--- src/rtl/dlfloat16_pkg.sv ---
// Shared constants for the DLfloat16 output stage.
//   DLF_*         : packed-format constants (NaN pattern, max exponent,
//                   largest finite mantissa at the max exponent)
//   RNE..RDN      : rounding-mode encodings
//   EXC_*         : bit positions in the 5-bit exception vector
//                   {invalid, inexact, overflow, underflow, div_zero}
//   dlf_ext_t     : 20-bit extended result coming from the add/sub unit
package dlfloat16_pkg;

    localparam logic [15:0] DLF_NAN          = 16'hFFFF;
    localparam logic [5:0]  DLF_EXP_MAX      = 6'd63;
    localparam logic [8:0]  DLF_MANT_MAX_FIN = 9'h1FE;

    localparam logic [1:0] RNE = 2'b00;  // nearest, ties to even
    localparam logic [1:0] RTZ = 2'b01;  // toward zero
    localparam logic [1:0] RUP = 2'b10;  // toward +inf
    localparam logic [1:0] RDN = 2'b11;  // toward -inf

    localparam int EXC_INV = 4;
    localparam int EXC_INX = 3;
    localparam int EXC_OVF = 2;
    localparam int EXC_UNF = 1;
    localparam int EXC_DZ  = 0;

    // m[12:4] survive into the packed word, m[3:0] are guard/round/sticky
    typedef struct packed {
        logic        s;
        logic [5:0]  e;
        logic [12:0] m;
    } dlf_ext_t;

endpackage

--- src/rtl/dlfloat16_round_pack_if.sv ---
// Handshake bundle for dlfloat16_round_pack.
//   Input side : in_valid/in_ready, in_data (20b extended), in_exc, rounding
//                control (rnd_override, rnd_mode)
//   Output side: out_valid/out_ready, out_data (16b packed), out_exc
//   Flags      : flag_clr in, sticky_flags out
// master = producer/consumer environment, slave = the rounding block.
interface dlfloat16_round_pack_if;
    logic        in_valid;
    logic        in_ready;
    logic [19:0] in_data;
    logic [4:0]  in_exc;
    logic        rnd_override;
    logic [1:0]  rnd_mode;
    logic        out_valid;
    logic        out_ready;
    logic [15:0] out_data;
    logic [4:0]  out_exc;
    logic        flag_clr;
    logic [4:0]  sticky_flags;

    modport master (
        output in_valid, in_data, in_exc, rnd_override, rnd_mode, out_ready, flag_clr,
        input  in_ready, out_valid, out_data, out_exc, sticky_flags
    );

    modport slave (
        input  in_valid, in_data, in_exc, rnd_override, rnd_mode, out_ready, flag_clr,
        output in_ready, out_valid, out_data, out_exc, sticky_flags
    );
endinterface

--- src/rtl/dlfloat16_round_decide.sv ---
// Combinational rounding decision.
//   s, lsb, guard, rnd, sticky : sign, kept LSB and the three dropped-bit terms
//   mode                       : rounding mode (RNE/RTZ/RUP/RDN)
//   round_up                   : increment the kept magnitude
//   inexact                    : any dropped bit was set
module dlfloat16_round_decide
    import dlfloat16_pkg::*;
(
    input  logic       s,
    input  logic       lsb,
    input  logic       guard,
    input  logic       rnd,
    input  logic       sticky,
    input  logic [1:0] mode,
    output logic       round_up,
    output logic       inexact
);
    always_comb begin
        inexact  = guard | rnd | sticky;
        round_up = 1'b0;
        case (mode)
            RNE:     round_up = guard & (lsb | rnd | sticky);
            RTZ:     round_up = 1'b0;
            RUP:     round_up = !s & inexact;
            RDN:     round_up = s & inexact;
            default: round_up = 1'b0;
        endcase
    end
endmodule

--- src/rtl/dlfloat16_round_pack.sv ---
// Rounding/packing stage after the DLfloat16 add/sub unit.
//   clk, rst : rising-edge clock, synchronous active-high reset
//   bus      : slave side of dlfloat16_round_pack_if
// Two stages: S1 captures the extended result and effective rounding mode and
// forms the round-up decision; S2 applies increment/saturation/specials and
// holds the registered output until the downstream handshake.
module dlfloat16_round_pack
    import dlfloat16_pkg::*;
#(
    parameter logic [1:0] RND_DEFAULT = RNE
) (
    input  logic                 clk,
    input  logic                 rst,
    dlfloat16_round_pack_if.slave bus
);
    logic        s1_valid;
    dlf_ext_t    s1_in;
    logic [4:0]  s1_exc;
    logic [1:0]  s1_mode;
    logic        round_up;
    logic        grs;

    logic        out_valid_q;
    logic [15:0] out_data_q;
    logic [4:0]  out_exc_q;
    logic [4:0]  sticky_q;

    logic        s2_adv;
    logic        out_hs;
    logic [15:0] sum;
    logic        nan;
    logic        zero;
    logic        ovf;
    logic [4:0]  exc_own;
    logic [15:0] data_nxt;
    logic [4:0]  exc_nxt;

    // S2 can take a new entry whenever it is empty or draining this cycle
    assign s2_adv       = !out_valid_q | bus.out_ready;
    assign bus.in_ready = !s1_valid | s2_adv;
    assign out_hs       = out_valid_q & bus.out_ready;

    assign bus.out_valid    = out_valid_q;
    assign bus.out_data     = out_data_q;
    assign bus.out_exc      = out_exc_q;
    assign bus.sticky_flags = sticky_q;

    always_ff @(posedge clk) begin
        if (rst) begin
            s1_valid <= 1'b0;
        end else if (bus.in_ready) begin
            s1_valid <= bus.in_valid;
            if (bus.in_valid) begin
                s1_in   <= bus.in_data;
                s1_exc  <= bus.in_exc;
                s1_mode <= bus.rnd_override ? bus.rnd_mode : RND_DEFAULT;
            end
        end
    end

    dlfloat16_round_decide u_decide (
        .s        (s1_in.s),
        .lsb      (s1_in.m[4]),
        .guard    (s1_in.m[3]),
        .rnd      (s1_in.m[2]),
        .sticky   (|s1_in.m[1:0]),
        .mode     (s1_mode),
        .round_up (round_up),
        .inexact  (grs)
    );

    always_comb begin
        nan  = (s1_in.e == DLF_EXP_MAX) && (s1_in.m[12:4] == 9'h1FF);
        zero = (s1_in.e == 6'd0);
        // exponent and mantissa incremented together so a mantissa carry
        // bumps the exponent; bit 15 catches a carry past e=63
        sum  = {1'b0, s1_in.e, s1_in.m[12:4]} + {15'b0, round_up};
        ovf  = !nan && !zero && (sum[15] || (sum[14:0] == {DLF_EXP_MAX, 9'h1FF}));

        exc_own          = 5'b0;
        exc_own[EXC_INV] = nan;
        // zero/subnormal flushes the whole mantissa, kept bits included
        exc_own[EXC_INX] = zero ? (|s1_in.m) : (grs & !nan);
        exc_own[EXC_OVF] = ovf;
        exc_own[EXC_UNF] = 1'b0;
        exc_own[EXC_DZ]  = 1'b0;

        if (nan)       data_nxt = DLF_NAN;
        else if (zero) data_nxt = {s1_in.s, 15'b0};
        else if (ovf)  data_nxt = {s1_in.s, DLF_EXP_MAX, DLF_MANT_MAX_FIN};
        else           data_nxt = {s1_in.s, sum[14:0]};

        exc_nxt = s1_exc | exc_own;
    end

    always_ff @(posedge clk) begin
        if (rst) begin
            out_valid_q <= 1'b0;
            out_data_q  <= 16'h0000;
            out_exc_q   <= 5'b0;
            sticky_q    <= 5'b0;
        end else begin
            if (s2_adv) begin
                out_valid_q <= s1_valid;
                if (s1_valid) begin
                    out_data_q <= data_nxt;
                    out_exc_q  <= exc_nxt;
                end
            end
            // a clear wipes only what was accumulated before this cycle
            if (bus.flag_clr)
                sticky_q <= out_hs ? out_exc_q : 5'b0;
            else if (out_hs)
                sticky_q <= sticky_q | out_exc_q;
        end
    end
endmodule

--- src/flat_wrapper.sv ---
// flat-port wrapper written by rule: the top's interface ports become plain ports
module dlfloat16_round_pack_flat import dlfloat16_pkg::*;
#(
    parameter logic [1:0] RND_DEFAULT = RNE
)
  (clk, rst, bus_in_valid, bus_in_data, bus_in_exc, bus_rnd_override, bus_rnd_mode, bus_out_ready, bus_flag_clr, bus_in_ready, bus_out_valid, bus_out_data, bus_out_exc, bus_sticky_flags);
  dlfloat16_round_pack_if bus_i ();
  input  logic clk;
  input  logic rst;
  input wire logic [$bits(bus_i.in_valid)-1:0] bus_in_valid;
  input wire logic [$bits(bus_i.in_data)-1:0] bus_in_data;
  input wire logic [$bits(bus_i.in_exc)-1:0] bus_in_exc;
  input wire logic [$bits(bus_i.rnd_override)-1:0] bus_rnd_override;
  input wire logic [$bits(bus_i.rnd_mode)-1:0] bus_rnd_mode;
  input wire logic [$bits(bus_i.out_ready)-1:0] bus_out_ready;
  input wire logic [$bits(bus_i.flag_clr)-1:0] bus_flag_clr;
  output wire logic [$bits(bus_i.in_ready)-1:0] bus_in_ready;
  output wire logic [$bits(bus_i.out_valid)-1:0] bus_out_valid;
  output wire logic [$bits(bus_i.out_data)-1:0] bus_out_data;
  output wire logic [$bits(bus_i.out_exc)-1:0] bus_out_exc;
  output wire logic [$bits(bus_i.sticky_flags)-1:0] bus_sticky_flags;
  assign bus_i.in_valid = bus_in_valid;
  assign bus_i.in_data = bus_in_data;
  assign bus_i.in_exc = bus_in_exc;
  assign bus_i.rnd_override = bus_rnd_override;
  assign bus_i.rnd_mode = bus_rnd_mode;
  assign bus_i.out_ready = bus_out_ready;
  assign bus_i.flag_clr = bus_flag_clr;
  assign bus_in_ready = bus_i.in_ready;
  assign bus_out_valid = bus_i.out_valid;
  assign bus_out_data = bus_i.out_data;
  assign bus_out_exc = bus_i.out_exc;
  assign bus_sticky_flags = bus_i.sticky_flags;
  dlfloat16_round_pack #(.RND_DEFAULT(RND_DEFAULT)) u_core (.clk(clk), .rst(rst), .bus(bus_i));
endmodule
--- config.mk ---
export PLATFORM = sky130hd
export DESIGN_NAME = dlfloat16_round_pack_flat
export DESIGN_NICKNAME = d
export VERILOG_FILES = /design/src/rtl/dlfloat16_pkg.sv /design/src/rtl/dlfloat16_round_pack_if.sv /design/src/rtl/dlfloat16_round_decide.sv /design/src/rtl/dlfloat16_round_pack.sv /design/src/flat_wrapper.sv
export SDC_FILE = /design/constraint.sdc
export NUM_CORES = 1
export LEC_CHECK = 0
export BUFFER_PORTS_ARGS = -buffer_cell sky130_fd_sc_hd__buf_2
export CAP_MARGIN = 20
export CORE_UTILIZATION = 40
export DETAILED_ROUTE_END_ITERATION = 8
export HOLD_SLACK_MARGIN = 0.05
export PLACE_DENSITY = 0.7
export SETUP_SLACK_MARGIN = 0.3
export SLEW_MARGIN = 20
export SYNTH_ARGS = -nofsm -noshare
export SYNTH_HDL_FRONTEND = slang
export SYNTH_SLANG_ARGS = --single-unit
--- constraint.sdc ---
create_clock -name clk -period 2.1 [get_ports clk]
set_input_delay 0.315 -clock clk [delete_from_list [all_inputs] [get_ports clk]]
set_output_delay 0.315 -clock clk [all_outputs]
set_load 0.01 [all_outputs]
==> results of run 1 <==
[area by class of cell]
| type | instances | area (sq um) | area share |
|---|---|---|---|
| timing repair buffer | 89 | 554 | 0.161 |
| tap | 75 | 93.8 | 0.0273 |
| clock buffer | 6 | 82.6 | 0.0240 |
| inverter | 1 | 3.75 | 0.00109 |
| clock inverter | 2 | 15.0 | 0.00437 |
| multi-input combinational | 165 | 1310 | 0.383 |
| sequential | 55 | 1370 | 0.399 |
[synthesized netlist by cell type (6+ instances only)]
library cell,number
a211oi_1,6
nor3_1,11
a211oi_2,10
buf_2,6
dfxtp_1,28
nand4_1,6
edfxtp_1,27
a32oi_1,6
nand3_1,7
xnor2_1,12
nor2_1,28
nand2_1,22
[metrics by stage]
step                total power, mW  TNS, ps  area (sq um)
floorplan                      1.40     -471          2650
global placement               1.50    -1030          3080
detailed placement             1.50    -2030          3080
CTS                            2.13    -1870          3280
global route                   2.23    -3080          3430
finish                         2.14    -1550          3430
[per-layer routing]
metal  global-route usage  share of wire  vias to the layer above
met5                    0              0                        -
met4               0.0632          0.017                        0
li1                     -              -                     1030
met2                0.279           0.48                       65
met3               0.0407          0.053                       10
met1                0.245           0.45                      981
[repair_timing]
item / 4_1_cts / 5_1_grt
setup buffers: 2 / 6
endpoints found under the setup margin: 17 / 19
pin swaps: 3 / 5
cloned: 1 / 0
gates resized for setup: 14 / 17
[state kept, by name, summed over array words and instances (netlist names)]
register / flops
u_core.s1_valid: 1
u_core.s1_in: 20
u_core.bus.sticky_flags: 5
u_core.bus.out_valid: 1
u_core.s1_mode: 2
u_core.s1_exc: 5
u_core.bus.out_exc: 5
u_core.bus.out_data: 16
[power by group]
group / switching, mW / leakage [nW] / internal (mW) / total [mW]
clock: 0.343 / 0.0517 / 0.271 / 0.614
combinational: 0.162 / 0.810 / 0.146 / 0.308
sequential: 0.0368 / 0.484 / 1.18 / 1.22
[path summary, 6_finish.rpt]
kind,end
worst max-delay path,u_core.bus.out_exc[2]
worst min-delay path,u_core.s1_in[4]
worst max register to register,u_core.bus.out_exc[2]
worst min register to register,u_core.bus.out_exc[0]
[cell families (layout without fill, tap and decap cells)]
family | count (synthesis) | count (layout) | share of synthesized area
and+or+nand+nor | 108 | 108 | 0.231
DFF | 55 | 55 | 0.531
muxes | 3 | 3 | 0.0121
AOI/OAI and AO/OA | 38 | 38 | 0.127
adders and majority gates | 2 | 2 | 0.00969
buffers and inverters | 19 | 98 | 0.0421
xor gates and xnor gates | 14 | 14 | 0.0475
==> reports/results.txt, run 1 <==
Worst hold stages: 1
CTS HTree Levels: 2
Failing checks: setup timing
Mapped Avg Cell Area: 10.8 sq um
Minimum clock period: 2370 ps
Vias per inst: 5.31
Yosys top cell by area: edfxtp_1
Ys Warns: 0
Layout area overhead: 33.0%
Final period utilization: 1.13
Fillers: 538
Worst path depth: 9
Grt ovf: 0
Vias in the first global route: 1890
Critical Path End Type: flip-flop
Final non-filler cell total: 393
Clock Sinks: 55
Max Freq: 421 MHz
Nets: 352
Delay-heaviest family, CP: simple AND/OR/NAND/NOR gates
DIE WIDTH: 82.4 um
HP Class: input port to flip-flop
Crit path required time: 2320 ps
Reg-to-reg startpoint: u_core.s1_in[0]
Slowest-stage cell, CP: or3_4
Drt pass-1 iters: 4
Tightest hold margin: 173 ps
Gr usage total: 0.179
Post-route ant nets: 0
Clock slew at reported path FFs: 100 ps
Hold_sp: bus_in_data[4]
Core Rows: 28
Power Density: 623 nW/um^2
Layout cell share with drive strength beyond 1: 0.453
Num CTS Buffers: 5
Post-synth EDFFs: 27
CTS tree: built
Starting DRT DRC Count: 147
Max stage delay on crit path: 430 ps
Clk root buf: clkbuf_8
Cts hold-fix bufs: 0
CP cell instances: or3_4 -> nor3_4 -> nor3_4 -> ha_4 -> nor4bb_4 -> a211oi_1 -> a311oi_1 -> nand4_1 -> a311oi_1
Post-synth top area share: 0.314
Worst-Margin Slew: 588 ps
Critical Path Start Type: flip-flop
Cell Area, Synth: 2580 sq um
Run status: finished, violations left
DPL Wire Length: 3.91 mm
Fin util: 0.567
Max-cap check violation count: 0
Most common cell after layout, fill and taps aside: buf_2
Post-synthesis async set-or-reset flop share: 0
Min setup slack post-route: -274 ps
Vias after detailed routing: 2086
Cells after synthesis: 239
Setup Crit Path Kind: flip-flop to flip-flop
Die Y: 82.4 um
Worst path bufs/invs: 0
Origin of the worst setup path: u_core.s1_in[0]
Max VDD drop: 0.405 mV
Maximum net fanout on the critical path: 8
Worst Path Arrival: 2590 ps
Syn Nets: 274
Routed WL: 5.86 mm
Total Die Area: 6780 sq um
Leakage: 1.35 nW
Initial antenna violation count: 0
RSZ-0062 raised after global routing: true
Dpl cells: 376
Worst slew margin: 0.608
Drt wl/cell: 14.9 um
Routability cong.: 0.883
R2R depth: 9
CTS Buffer Depth: 2
Top_reg_cell synth: dfxtp_1
Final Hold Viols: 0
Max Transition Viols Final: 0
Port Buffer Count: 60
N_diodes: 0
Ports: 61
Top post-synthesis cells by area: edfxtp_1, dfxtp_1, a211oi_2
Commonest cells after routing, fill and taps aside: buf_2, nor2_1, dfxtp_1
Skew final: 7.91 ps
First-pass GRT wire length: 9.05 mm
Worst-Skew Late Latency: 310 ps
R2r setup slk: -270 ps
Remaining DRCs: 0
Initial Utilization: 0.426
Synth cell types: 50
Yosys reg bits: 55
Share of the yosys chip area belonging to registers: 0.531
Count of final setup violators: 16
Core area: 6060 sq um
Pre-CTS setup slack: -201 ps
Largest net degree at the start of global routing: 30
Note: power is estimated with default switching activity, not from simulation.
==> inputs of run 2 (changes only) <==
- SKIP_CTS_REPAIR_TIMING: not set -> 1
==> reports/results.txt, run 2 (synthesis results as in run 1) <==
Most common cell after layout, fill and taps aside: buf_2 (unchanged)
Post-route ant nets: 0 (unchanged)
HP Class: input port to flip-flop (unchanged)
Gr usage total: 0.170 (was 0.179)
Clk root buf: clkbuf_8 (unchanged)
Final Cell Area: 3320 sq um (was 3430 sq um)
Port Buffer Count: 60 (unchanged)
Drt pass-1 iters: 4 (unchanged)
Final Hold Viols: 0 (unchanged)
CTS tree: built (unchanged)
Vias per inst: 5.33 (was 5.31)
Starting DRT DRC Count: 128 (was 147)
Failing checks: setup timing (unchanged)
Clock Sinks: 55 (unchanged)
Leakage: 1.30 nW (was 1.35 nW)
Run status: finished, violations left (unchanged)
Skew final: 7.85 ps (was 7.91 ps)
Max FFs per register: 20 (unchanged)
Final period utilization: 1.17 (was 1.13)
Remaining DRCs: 0 (unchanged)
CTS HTree Levels: 2 (unchanged)
Commonest cells after routing, fill and taps aside: buf_2, nor2_1, dfxtp_1 (unchanged)
Ports: 61 (unchanged)
Crit path required time: 2320 ps (about the same)
Dpl cells: 376 (unchanged)
Nets: 351 (was 352)
Layout cell share with drive strength beyond 1: 0.423 (was 0.453)
Layout area overhead: 28.5% (was 33.0%)
Max-cap check violation count: 0 (unchanged)
DPL Wire Length: 3.91 mm (unchanged)
Core area: 6060 sq um (unchanged)
Initial Utilization: 0.426 (unchanged)
Final non-filler cell total: 392 (was 393)
Critical Path Start Type: flip-flop (unchanged)
Count of final setup violators: 16 (unchanged)
DIE WIDTH: 82.4 um (unchanged)
R2r setup slk: -350 ps (was -270 ps)
Worst-Margin Slew: 587 ps (was 588 ps)
Drt wl/cell: 14.1 um (was 14.9 um)
Max Freq: 408 MHz (was 421 MHz)
Fin util: 0.548 (was 0.567)
Worst slew margin: 0.609 (was 0.608)
Initial antenna violation count: 0 (unchanged)
Worst-Skew Late Latency: 310 ps (about the same)
Maximum net fanout on the critical path: 8 (unchanged)
Worst Path Arrival: 2670 ps (was 2590 ps)
Min setup slack post-route: -349 ps (was -274 ps)
Total Die Area: 6780 sq um (unchanged)
Vias after detailed routing: 2088 (was 2086)
Minimum clock period: 2450 ps (was 2370 ps)
First-pass GRT wire length: 8.63 mm (was 9.05 mm)
DP Area: 3080 sq um (unchanged)
Power Density: 636 nW/um^2 (was 623 nW/um^2)
Routability cong.: 0.883 (unchanged)
Fin Setup TNS: -3870 ps (was -1550 ps)
Routed WL: 5.53 mm (was 5.86 mm)
Max Transition Viols Final: 0 (unchanged)
Die Y: 82.4 um (unchanged)
Largest Register: u_core.s1_in (unchanged)
Grt ovf: 0 (unchanged)
Clock slew at reported path FFs: 100 ps (about the same)
CTS Buffer Depth: 2 (unchanged)
Num CTS Buffers: 5 (unchanged)
Core Rows: 28 (unchanged)
Total power: 2.11 mW (was 2.14 mW)
Vias in the first global route: 1833 (was 1890)
Largest net degree at the start of global routing: 30 (unchanged)
N_diodes: 0 (unchanged)
Setup Crit Path Kind: flip-flop to flip-flop (unchanged)
Critical Path End Type: flip-flop (unchanged)
RSZ-0062 raised after global routing: true (unchanged)
Max VDD drop: 0.422 mV (was 0.405 mV)
[run 2: layout make-up]
cell class | instances | area (sq um)
clock buffer | 6 | 82.6
tap | 75 | 93.8
sequential | 55 | 1370
inverter | 1 | 3.75
timing repair buffer | 88 | 523
fill | 545 | 2740
clock inverter | 2 | 15.0
multi-input combinational | 165 | 1230
[run 2: per-layer routing]
layer,global-route usage,part of all wire,vias up
met5,0,0,-
met4,0.0649,0.022,0
met3,0.0407,0.062,12
met2,0.258,0.45,79
met1,0.235,0.46,969
li1,-,-,1028
[run 2: worst paths after layout]
kind                            cells after the start                     to                  start
worst max-delay path                               11  u_core.bus.out_exc[2]        u_core.s1_in[0]
worst max register to register                     11  u_core.bus.out_exc[2]        u_core.s1_in[0]
worst min-delay path                                1        u_core.s1_in[4]         bus_in_data[4]
worst min register to register                      2  u_core.bus.out_exc[1]  u_core.bus.out_exc[1]
[run 2: where the power goes]
part | internal, mW | switching [mW] | total (mW) | leakage (nW)
combinational | 0.134 | 0.152 | 0.286 | 0.760
sequential | 1.18 | 0.0337 | 1.21 | 0.484
clock | 0.271 | 0.340 | 0.611 | 0.0517
total | 1.59 | 0.526 | 2.11 | 1.30
[run 2: worst max-delay path, cell delays in order (launching register included)]
cell       delay (ps)
edfxtp_1          370
or3_4             410
a21oi_2           140
nor3_2             50
buf_4             150
ha_4              200
o2111ai_4         250
buf_4             150
nor3_1             30
o22ai_1           150
nand4_1           170
a311oi_1          280
[run 2: through the flow]
step                hold slack [ps]  setup WS (ps)
finish                          173           -349
global route                    157           -448
CTS                             166           -227
detailed placement              471           -201
global placement                463          -71.9
floorplan                       414          -44.7
==> inputs of run 3 (changes only) <==
- CELL_PAD_IN_SITES_DETAIL_PLACEMENT: not set -> 0
- CELL_PAD_IN_SITES_GLOBAL_PLACEMENT: not set -> 1
- CORE_UTILIZATION: 40 -> 37
- PLACE_DENSITY: 0.7 -> 0.8
==> reports/results.txt, run 3 (synthesis results as in run 1) <==
CTS Buffer Depth: 2 (unchanged)
Int Pwr: 1.70 mW (was 1.59 mW)
Worst Path Arrival: 2630 ps (was 2670 ps)
Initial Utilization: 0.382 (was 0.426)
Routed WL: 5.83 mm (was 5.53 mm)
Sw Pwr: 0.534 mW (was 0.526 mW)
Nets: 355 (was 351)
Worst-Skew Late Latency: 310 ps (about the same)
Max VDD drop: 0.341 mV (was 0.422 mV)
Minimum clock period: 2400 ps (was 2450 ps)
Vias after detailed routing: 2088 (unchanged)
Initial antenna violation count: 0 (unchanged)
Commonest cells after routing, fill and taps aside: buf_2, buf_4, nor2_1, dfxtp_1, edfxtp_1 (was buf_2, nor2_1, dfxtp_1)
Fin Setup TNS: -733 ps (was -3870 ps)
Skew final: 7.52 ps (was 7.85 ps)
Min setup slack post-route: -303 ps (was -349 ps)
Vias in the first global route: 1819 (was 1833)
Worst-Margin Slew: 583 ps (was 587 ps)
Clock slew at reported path FFs: 100 ps (about the same)
Total Die Area: 7320 sq um (was 6780 sq um)
Drt wl/cell: 14.5 um (was 14.1 um)
Maximum net fanout on the critical path: 8 (unchanged)
Gr usage total: 0.162 (was 0.170)
Power Density: 669 nW/um^2 (was 636 nW/um^2)
Layout cell share with drive strength beyond 1: 0.427 (was 0.423)
Core area: 6760 sq um (was 6060 sq um)
Count of final setup violators: 9 (was 16)
Fillers: 637 (was 545)
Failing checks: setup timing (unchanged)
Layout area overhead: 29.3% (was 28.5%)
R2r setup slk: -300 ps (was -350 ps)
DPL Wire Length: 4.15 mm (was 3.91 mm)
Die Y: 85.5 um (was 82.4 um)
Drt pass-1 iters: 4 (unchanged)
CP cell instances: or3_4 -> a21oi_2 -> nor3_2 -> ha_2 -> nor4bb_1 -> a211oi_1 -> a311oi_1 -> nand4_1 -> a311oi_1 (was or3_4 -> a21oi_2 -> nor3_2 -> buf_4 -> ha_4 -> o2111ai_4 -> buf_4 -> nor3_1 -> o22ai_1 -> nand4_1 -> a311oi_1)
Critical Path End Type: flip-flop (unchanged)
Worst hold stages: 1 (unchanged)
N_diodes: 0 (unchanged)
Ports: 61 (unchanged)
Sw frac: 0.239 (was 0.249)
Grt ovf: 0 (unchanged)
Clock Sinks: 55 (unchanged)
CTS tree: built (unchanged)
Leakage: 1.33 nW (was 1.30 nW)
Setup Crit Path Kind: flip-flop to flip-flop (unchanged)
Worst slew margin: 0.611 (was 0.609)
First-pass GRT wire length: 9.20 mm (was 8.63 mm)
HP Class: input port to flip-flop (unchanged)
Run status: finished, violations left (unchanged)
CTS HTree Levels: 2 (unchanged)
Slowest-stage cell, CP: or3_4 (unchanged)
Core Rows: 30 (was 28)
Post-route ant nets: 0 (unchanged)
Final Hold Viols: 0 (unchanged)
RSZ-0062 raised after global routing: true (unchanged)
Tightest hold margin: 171 ps (was 173 ps)
DIE WIDTH: 85.5 um (was 82.4 um)
Most used cell, CP: a311oi_1 (was buf_4)
R2R depth: 9 (was 11)
Clock share of power: 0.329 (was 0.289)
Num CTS Buffers: 5 (unchanged)
Most common cell after layout, fill and taps aside: buf_2 (unchanged)
Max stage delay on crit path: 410 ps (about the same)
Combinational share of power: 0.125 (was 0.135)
Max Transition Viols Final: 0 (unchanged)
Largest Register: u_core.s1_in (unchanged)
Largest net degree at the start of global routing: 30 (unchanged)
Final period utilization: 1.14 (was 1.17)
Critical Path Start Type: flip-flop (unchanged)
Max FFs per register: 20 (unchanged)
Vias per inst: 5.21 (was 5.33)
Clk root buf: clkbuf_8 (unchanged)
Port Buffer Count: 60 (unchanged)
Crit path required time: 2320 ps (about the same)
Part of the power in registers: 0.546 (was 0.575)
Remaining DRCs: 0 (unchanged)
Starting DRT DRC Count: 94 (was 128)
Routability cong.: 0.863 (was 0.883)
Max Freq: 416 MHz (was 408 MHz)
Max-cap check violation count: 0 (unchanged)
-- run 3: cell count changes in the layout (fill, tap and decap cells not counted), moves of 2 or more --
cell | before | now
or4_4 | 0 | 2
or4_1 | 2 | 0
buf_6 | 0 | 2
ha_2 | 0 | 2
ha_4 | 2 | 0
buf_4 | 27 | 29
-- run 3: layout make-up --
cell class                      instances  area (sq um)  share of cell area
Inverter                                1          3.75             0.00112
Clock inverter                          2          35.0              0.0105
Tap cell                               80           100              0.0300
Sequential cell                        55          1370               0.411
Multi-Input combinational cell        165          1190               0.355
Clock buffer                            6          82.6              0.0247
Timing Repair Buffer                   92           561               0.168
-- run 3: path summary, 6_finish.rpt --
path | start | endpoint
worst max register to register | u_core.s1_in[0] | u_core.bus.out_exc[2]
worst max-delay path | u_core.s1_in[0] | u_core.bus.out_exc[2]
worst min-delay path | bus_in_data[1] | u_core.s1_in[1]
worst min register to register | u_core.bus.out_exc[0] | u_core.bus.out_exc[0]
-- run 3: metrics by stage --
stage | utilization | worst slack, ps | power [mW] | cells | area (sq um)
3_5_place_dp | 0.457 | -229 | 1.51 | 381 | 3090
4_1_cts | 0.474 | -257 | 2.23 | 389 | 3200
6_report | 0.494 | -303 | 2.23 | 401 | 3340
3_3_place_gp | 0.457 | -141 | 1.50 | 381 | 3090
5_1_grt | 0.494 | -360 | 2.32 | 401 | 3340
2_1_floorplan | - | -44.7 | 1.40 | 239 | 2650
-- run 3: metal layers --
layer  routed length (um)  GRT usage
met5                    0          0
met4                  145     0.0561
met3                  340     0.0337
met2                 2640      0.243
met1                 2700      0.233
-- run 3: critical path: cells and delay by family, from the launching register on --
kind	cells	cell delay (ps)
flops	1	370
simple gates	4	990
compound gates	4	740
fa+ha+maj	1	220
-- run 3: power groups by stage --
stage / sequential [mW] / combinational [mW] / clock (mW)
after floorplan: 1.25 / 0.155 / 0
after global placement: 1.24 / 0.256 / 0
after detailed placement: 1.25 / 0.261 / 0
after CTS: 1.22 / 0.263 / 0.744
after global routing: 1.23 / 0.307 / 0.783
final: 1.22 / 0.279 / 0.735
